## src/rtl/prog_loader_if.sv

```systemverilog
// Byte stream in and memory write port out, seen from the host (master) and the loader (slave).
interface prog_loader_if #(
   parameter int ADDR_WIDTH = 16,
   parameter int DATA_WIDTH = 8
);
   logic [DATA_WIDTH-1:0] in_data;
   logic                  in_valid;
   logic                  in_ready;
   logic                  mem_we;
   logic [ADDR_WIDTH-1:0] mem_addr;
   logic [DATA_WIDTH-1:0] mem_wdata;

   modport master (output in_data, in_valid,
                   input  in_ready, mem_we, mem_addr, mem_wdata);
   modport slave  (input  in_data, in_valid,
                   output in_ready, mem_we, mem_addr, mem_wdata);
endinterface

```

## src/rtl/prog_loader.sv

```systemverilog
// Framed byte-stream loader: writes WRITE-frame payloads into the program window
// and holds the CPU in reset until a RUN frame with a good checksum arrives.
module prog_loader #(
   parameter int                    ADDR_WIDTH     = 16,
   parameter int                    DATA_WIDTH     = 8,
   parameter logic [DATA_WIDTH-1:0] SYNC_BYTE      = 8'hA5,
   parameter logic [ADDR_WIDTH-1:0] WIN_BASE       = 16'hF000,
   parameter logic [ADDR_WIDTH:0]   WIN_SIZE       = 17'h01000,
   parameter int                    TIMEOUT_CYCLES = 1_000_000
)(
   input  logic           clk,
   input  logic           reset,
   prog_loader_if.slave   bus,
   output logic           cpu_hold,
   output logic           load_done,
   output logic           load_err
);
   localparam int TW = $clog2(TIMEOUT_CYCLES + 1);
   localparam logic [TW-1:0]         LP_TMO_LAST = TW'(TIMEOUT_CYCLES - 1);
   localparam logic [ADDR_WIDTH:0]   LP_WIN_LO   = {1'b0, WIN_BASE};
   localparam logic [ADDR_WIDTH:0]   LP_WIN_HI   = LP_WIN_LO + WIN_SIZE - 1'b1;
   localparam logic [DATA_WIDTH-1:0] CMD_WRITE   = DATA_WIDTH'(1);
   localparam logic [DATA_WIDTH-1:0] CMD_RUN     = DATA_WIDTH'(2);

   typedef enum logic [2:0] {
      S_IDLE, S_CMD, S_AHI, S_ALO, S_LEN, S_DATA, S_CSUM, S_ERR
   } state_t;

   state_t                r_state, w_nstate;
   logic [DATA_WIDTH-1:0] r_csum;
   logic [ADDR_WIDTH-1:0] r_addr;
   logic [DATA_WIDTH:0]   r_cnt;
   logic [TW-1:0]         r_tmo;
   logic                  r_is_run;
   logic                  r_we, r_hold, r_done, r_err;
   logic [ADDR_WIDTH-1:0] r_maddr;
   logic [DATA_WIDTH-1:0] r_wdata;

   logic                  w_acc, w_busy, w_tmo, w_in_win, w_sync, w_csum_ok;
   logic                  w_we_nxt, w_done_nxt, w_hold_nxt, w_err_nxt;
   logic [DATA_WIDTH-1:0] w_sum;
   logic [ADDR_WIDTH:0]   w_addr_x;

   assign bus.in_ready = 1'b1;
   assign w_acc    = bus.in_valid & bus.in_ready;
   assign w_busy   = (r_state != S_IDLE) && (r_state != S_ERR);
   assign w_tmo    = (r_tmo == LP_TMO_LAST);
   assign w_sum    = r_csum + bus.in_data;
   assign w_addr_x = {1'b0, r_addr};
   assign w_in_win = (w_addr_x >= LP_WIN_LO) && (w_addr_x <= LP_WIN_HI);

   always_ff @(posedge clk or negedge reset) begin
      if (!reset) r_state <= S_IDLE;
      else        r_state <= w_nstate;
   end

   always_comb begin
      w_nstate = r_state;
      if (w_busy && !w_acc && w_tmo) begin
         w_nstate = S_ERR;
      end else if (w_acc) begin
         unique case (r_state)
            S_IDLE, S_ERR: if (bus.in_data == SYNC_BYTE) w_nstate = S_CMD;
            S_CMD: begin
               if      (bus.in_data == CMD_WRITE) w_nstate = S_AHI;
               else if (bus.in_data == CMD_RUN)   w_nstate = S_CSUM;
               else                               w_nstate = S_ERR;
            end
            S_AHI:  w_nstate = S_ALO;
            S_ALO:  w_nstate = S_LEN;
            S_LEN:  w_nstate = S_DATA;
            S_DATA: begin
               if      (!w_in_win)                  w_nstate = S_ERR;
               else if (r_cnt == (DATA_WIDTH+1)'(1)) w_nstate = S_CSUM;
            end
            S_CSUM: w_nstate = (w_sum == '0) ? S_IDLE : S_ERR;
            default: w_nstate = S_ERR;
         endcase
      end
   end

   // Next values of the registered outputs; every output changes one edge after the byte.
   always_comb begin
      w_sync     = !w_busy && w_acc && (bus.in_data == SYNC_BYTE);
      w_csum_ok  = (r_state == S_CSUM) && w_acc && (w_sum == '0);
      w_we_nxt   = (r_state == S_DATA) && w_acc && w_in_win;
      w_done_nxt = w_csum_ok && !r_is_run;
      w_hold_nxt = r_hold;
      if (w_sync)                     w_hold_nxt = 1'b1;
      else if (w_csum_ok && r_is_run) w_hold_nxt = 1'b0;
      w_err_nxt = r_err;
      if (w_sync)                                        w_err_nxt = 1'b0;
      else if (w_nstate == S_ERR && r_state != S_ERR)    w_err_nxt = 1'b1;
   end

   always_ff @(posedge clk or negedge reset) begin
      if (!reset) begin
         r_csum   <= '0;
         r_addr   <= '0;
         r_cnt    <= '0;
         r_tmo    <= '0;
         r_is_run <= 1'b0;
         r_we     <= 1'b0;
         r_maddr  <= '0;
         r_wdata  <= '0;
         r_hold   <= 1'b1;
         r_done   <= 1'b0;
         r_err    <= 1'b0;
      end else begin
         r_we   <= w_we_nxt;
         r_done <= w_done_nxt;
         r_hold <= w_hold_nxt;
         r_err  <= w_err_nxt;
         r_tmo  <= (!w_busy || w_acc) ? '0 : r_tmo + 1'b1;
         if (w_sync)               r_csum <= '0;
         else if (w_busy && w_acc) r_csum <= w_sum;
         if (w_we_nxt) begin
            r_maddr <= r_addr;
            r_wdata <= bus.in_data;
         end
         if (w_acc) begin
            unique case (r_state)
               S_CMD:  r_is_run <= (bus.in_data == CMD_RUN);
               S_AHI:  r_addr   <= {bus.in_data, r_addr[DATA_WIDTH-1:0]};
               S_ALO:  r_addr   <= {r_addr[ADDR_WIDTH-1:DATA_WIDTH], bus.in_data};
               // LEN of zero encodes a full 256-byte payload
               S_LEN:  r_cnt    <= (bus.in_data == '0) ? {1'b1, {DATA_WIDTH{1'b0}}}
                                                       : {1'b0, bus.in_data};
               S_DATA: begin
                  r_cnt  <= r_cnt - 1'b1;
                  r_addr <= r_addr + 1'b1;
               end
               default: ;
            endcase
         end
      end
   end

   assign bus.mem_we    = r_we;
   assign bus.mem_addr  = r_maddr;
   assign bus.mem_wdata = r_wdata;
   assign cpu_hold      = r_hold;
   assign load_done     = r_done;
   assign load_err      = r_err;
endmodule
```

## src/flat_wrapper.sv

```systemverilog
// flat-port wrapper written by rule: the top's interface ports become plain ports
module prog_loader_flat 
#(
   parameter int                    ADDR_WIDTH     = 16,
   parameter int                    DATA_WIDTH     = 8,
   parameter logic [DATA_WIDTH-1:0] SYNC_BYTE      = 8'hA5,
   parameter logic [ADDR_WIDTH-1:0] WIN_BASE       = 16'hF000,
   parameter logic [ADDR_WIDTH:0]   WIN_SIZE       = 17'h01000,
   parameter int                    TIMEOUT_CYCLES = 1_000_000
)
  (clk, reset, cpu_hold, load_done, load_err, bus_in_data, bus_in_valid, bus_in_ready, bus_mem_we, bus_mem_addr, bus_mem_wdata);
  prog_loader_if #(.ADDR_WIDTH(ADDR_WIDTH), .DATA_WIDTH(DATA_WIDTH)) bus_i ();
  input  logic clk;
  input  logic reset;
  output logic cpu_hold;
  output logic load_done;
  output logic load_err;
  input wire logic [$bits(bus_i.in_data)-1:0] bus_in_data;
  input wire logic [$bits(bus_i.in_valid)-1:0] bus_in_valid;
  output wire logic [$bits(bus_i.in_ready)-1:0] bus_in_ready;
  output wire logic [$bits(bus_i.mem_we)-1:0] bus_mem_we;
  output wire logic [$bits(bus_i.mem_addr)-1:0] bus_mem_addr;
  output wire logic [$bits(bus_i.mem_wdata)-1:0] bus_mem_wdata;
  assign bus_i.in_data = bus_in_data;
  assign bus_i.in_valid = bus_in_valid;
  assign bus_in_ready = bus_i.in_ready;
  assign bus_mem_we = bus_i.mem_we;
  assign bus_mem_addr = bus_i.mem_addr;
  assign bus_mem_wdata = bus_i.mem_wdata;
  prog_loader #(.ADDR_WIDTH(ADDR_WIDTH), .DATA_WIDTH(DATA_WIDTH), .SYNC_BYTE(SYNC_BYTE), .WIN_BASE(WIN_BASE), .WIN_SIZE(WIN_SIZE), .TIMEOUT_CYCLES(TIMEOUT_CYCLES)) u_core (.clk(clk), .reset(reset), .bus(bus_i), .cpu_hold(cpu_hold), .load_done(load_done), .load_err(load_err));
endmodule
```

## config.mk

```make
export PLATFORM = sky130hd
export DESIGN_NAME = prog_loader_flat
export DESIGN_NICKNAME = d
export VERILOG_FILES = /design/src/rtl/prog_loader_if.sv /design/src/rtl/prog_loader.sv /design/src/flat_wrapper.sv
export SDC_FILE = /design/constraint.sdc
export NUM_CORES = 1
export LEC_CHECK = 0
export ABC_AREA = 1
export BUFFER_PORTS_ARGS = -buffer_cell sky130_fd_sc_hd__clkbuf_2
export CORE_AREA = 2 2 107 109
export CTS_BUF_LIST = sky130_fd_sc_hd__clkbuf_8
export CTS_CLUSTER_DIAMETER = 50
export DETAILED_ROUTE_END_ITERATION = 8
export DIE_AREA = 0 0 109 111
export GPL_TIMING_DRIVEN = 0
export RECOVER_POWER = 100
export SLEW_MARGIN = 5
export SYNTH_ARGS = -nofsm -noshare
export SYNTH_HDL_FRONTEND = slang
export SYNTH_SLANG_ARGS = --single-unit
export TNS_END_PERCENT = 10
```

## constraint.sdc

```tcl
create_clock -name clk -period 3.05 [get_ports clk]
set_input_delay 0.1525 -clock clk [delete_from_list [all_inputs] [get_ports clk]]
set_output_delay 0.1525 -clock clk [all_outputs]
set_load 0.03 [all_outputs]
```

==> metrics.yaml <==
io_pins: 40
die_y_um: 111
final_hold_viol_count: 0
syn2layout_area_growth_pct: 9.55
clockBufferDepth: 2
worst-setup-path-type: "flop to flop"
final-max-slew-violation-count: 0
path_max_fanout: 10
seq_area_frac_synth: 0.443
p_seq_frac: 0.382
clock_insertion_delay_worst_skew_ns: 0.36
die_width_um: 109
status: "finished, final reports clean"
synth_warnings: 0
syn-instance-count: 602
grt_use_met2: 0.317
cts_root_buffer: "sky130_fd_sc_hd__clkbuf_8"
final.setup.tns_ns: 0
power.switching_w: 0.00206
die-area_mm2: 0.0121
grt_busiest_layer: "met2"
max_cap_violations: 0
floorplan.rows: 39
final_common_cell: "sky130_fd_sc_hd__nand2_1"
via_count: 4131
final.setup_skew_ns: 0.0108
synth_enable_flop_cells: 0
power.share.clock: 0.179
netSwitchingFraction: 0.450
grt.met3_usage: 0.0388
ys_ff_latch: 85
period_share: 0.792
final_count_of_negative_setup_slack_endpoints: 0
power.internal_w: 0.00252
slew_headroom: 0.244
floorplan.initialDensity: 0.434
antenna_found_initial: 0
grt_util_all_layers: 0.203
viasPerCell: 5.16
netlist_area_mm2: 0.00481
final_nets: 677
antenna_cells: 0
tightestPinTransition_ns: 1.13
grt_use_met1: 0.280
power-per-cell-area_mw_per_mm2: 870
cts_post_setup_buffers_inserted: 0
place_area_mm2: 0.00521
post_route_cells_drive_above_1_share: 0.102
cts_clock_pin_slew_for_the_worst_setup_and_hold_paths_ns: 0.08
vdd.ir_drop.worst_uv: 389
pin_count_of_the_biggest_net_entering_global_routing: 47
detail_route.wirelength_mm: 11.3
number_of_buffers_created_by_cts: 9
comb_power_frac: 0.439
drt-wirelength-per-cell_um: 14.1
ys.flop_type: "sky130_fd_sc_hd__dfrtp_1"
global_route.overflow_total: 0
gp_routability_congestion: 0.807
post_synth_num_cell_types: 53
detail_route.first_pass.iterations: 4
post-route-drc-count: 0
final_hold_slack_ns: 0.186
asyncSetResetFlopFracSynth: 1.00
worst_setup_path_start_kind: "flop"
drtIter0Drc: 227
syn_nets: 626
hpwl_mm: 8.40
crit_required_ns: 3.28
static-leakage-power_nw: 2.45
fmax_mhz: 414
first_global_vias: 4036
crit_arrival_ns: 2.65
grt_first_pass_wirelength_mm: 19.5
min_period_ns: 2.42
mostFrequentLayoutCells: "sky130_fd_sc_hd__nand2_1, sky130_fd_sc_hd__dfrtp_1, sky130_fd_sc_hd__inv_1"
core_area_mm2: 0.0111
clock-sinks: 85
critPathCaptureType: "flop"
syn-mean-instance-area_um2: 7.99
port-buffer-count: 38
h-tree-depth: 3
number_of_antenna_violating_nets_in_the_routed_design: 0
cts_tree: "done"
setup_repair_after_global_routing_missed_its_margin: "no"
min-delay-path-class: "input pin to flop"
postLayoutCellArea_mm2: 0.00527
final.fill_count: 1126
==> Yosys cell counts, drive strengths merged, types with 9 or more instances <==
cell | number | area (um2)
buf | 9 | 57.6
nor2 | 51 | 265
a22oi | 10 | 75.1
nand4 | 10 | 68.8
inv | 89 | 339
o21ai | 66 | 330
dfrtp | 84 | 2100
nand2 | 116 | 453
ha | 12 | 150
a21oi | 50 | 262
nand3 | 48 | 260
nor3 | 19 | 150
==> stage by stage <==
| stage | cells | util | power, W | worst slack [ns] |
|---|---|---|---|---|
| global route | 801 | 0.476 | 0.00503 | 0.325 |
| finish | 801 | 0.476 | 0.00458 | 0.633 |
| floorplan | 602 | - | 0.00338 | 1.04 |
| detailed placement | 784 | 0.470 | 0.00394 | 0.780 |
| CTS | 801 | 0.489 | 0.00477 | 0.776 |
| global placement | 783 | 0.468 | 0.00389 | 0.778 |
==> cells by family (layout without fill, tap and decap cells) <==
| family | after synthesis | after routing | share of synthesized area |
|---|---|---|---|
| AND/OR/NAND/NOR | 252 | 252 | 0.259 |
| AO/OA/AOI/OAI | 144 | 144 | 0.169 |
| buffers and inverters | 104 | 160 | 0.0874 |
| flip-flops | 85 | 85 | 0.443 |
| adder cells (fa/ha/maj) | 13 | 13 | 0.0354 |
| XOR/XNOR | 3 | 3 | 0.00546 |
| other | 1 | 1 | 0.000780 |
==> state kept, by name (all words and copies together), names as in the netlist <==
name / count
u_core.bus.mem_addr: 16
u_core.bus.mem_wdata: 8
u_core.bus.mem_we: 1
u_core.cpu_hold: 1
u_core.load_done: 1
u_core.load_err: 1
u_core.r_addr: 16
u_core.r_cnt: 9
u_core.r_csum: 8
u_core.r_is_run: 1
u_core.r_state: 3
u_core.r_tmo: 20
==> power by group through the flow <==
stage	clock network (W)	registers, W	logic (W)
after floorplan	0	0.00204	0.00134
after global placement	0	0.00176	0.00213
after detailed placement	0	0.00177	0.00217
after CTS	0.000843	0.00175	0.00218
after global routing	0.000908	0.00181	0.00232
final	0.000822	0.00175	0.00201
==> per-layer routing <==
layer  wire (um)  share of wire
met1        5320           0.47
met2        5360           0.48
met3         470          0.042
met4         131          0.012
met5           0              0
==> worst paths after layout <==
check	start	endpoint	slack, ns	cells after the start
max in group asynchronous	reset	u_core.r_addr[15]	1.21	3
min in group asynchronous	reset	u_core.bus.mem_we	0.34	2
worst max register to register	u_core.r_state[0]	u_core.r_csum[3]	0.63	11
worst min-delay path	bus_in_valid	u_core.r_state[0]	0.19	4
worst max-delay path	u_core.r_state[0]	u_core.r_csum[3]	0.63	11
worst min register to register	u_core.r_tmo[0]	u_core.r_tmo[0]	0.46	1
==> cell type report <==
| type | count | area, um2 | area share |
|---|---|---|---|
| Multi-Input combinational cell | 413 | 2180 | 0.415 |
| Sequential cell | 85 | 2130 | 0.404 |
| Inverter | 90 | 342 | 0.0648 |
| Tap cell | 143 | 179 | 0.0340 |
| Timing Repair Buffer | 40 | 173 | 0.0328 |
| Clock buffer | 10 | 138 | 0.0261 |
| Clock inverter | 6 | 62.6 | 0.0119 |
| Buffer | 14 | 62.6 | 0.0119 |
==> worst max-delay path, stage by stage, from the launching register on <==
cell	delay, ns
sky130_fd_sc_hd__dfrtp_1	0.36
sky130_fd_sc_hd__buf_4	0.16
sky130_fd_sc_hd__inv_1	0.10
sky130_fd_sc_hd__clkbuf_1	0.33
sky130_fd_sc_hd__nor2_1	0.16
sky130_fd_sc_hd__clkinv_1	0.09
sky130_fd_sc_hd__nand2_1	0.10
sky130_fd_sc_hd__nor2_1	0.46
sky130_fd_sc_hd__inv_1	0.14
sky130_fd_sc_hd__buf_2	0.22
sky130_fd_sc_hd__nand3_1	0.10
sky130_fd_sc_hd__o21ai_0	0.08
==> what timing repair did <==
action,4_1_cts,5_1_grt
hold endpoints to repair,38,0
hold buffers,1,0
resized for setup,0,0
(Power assumes the default switching activity.)
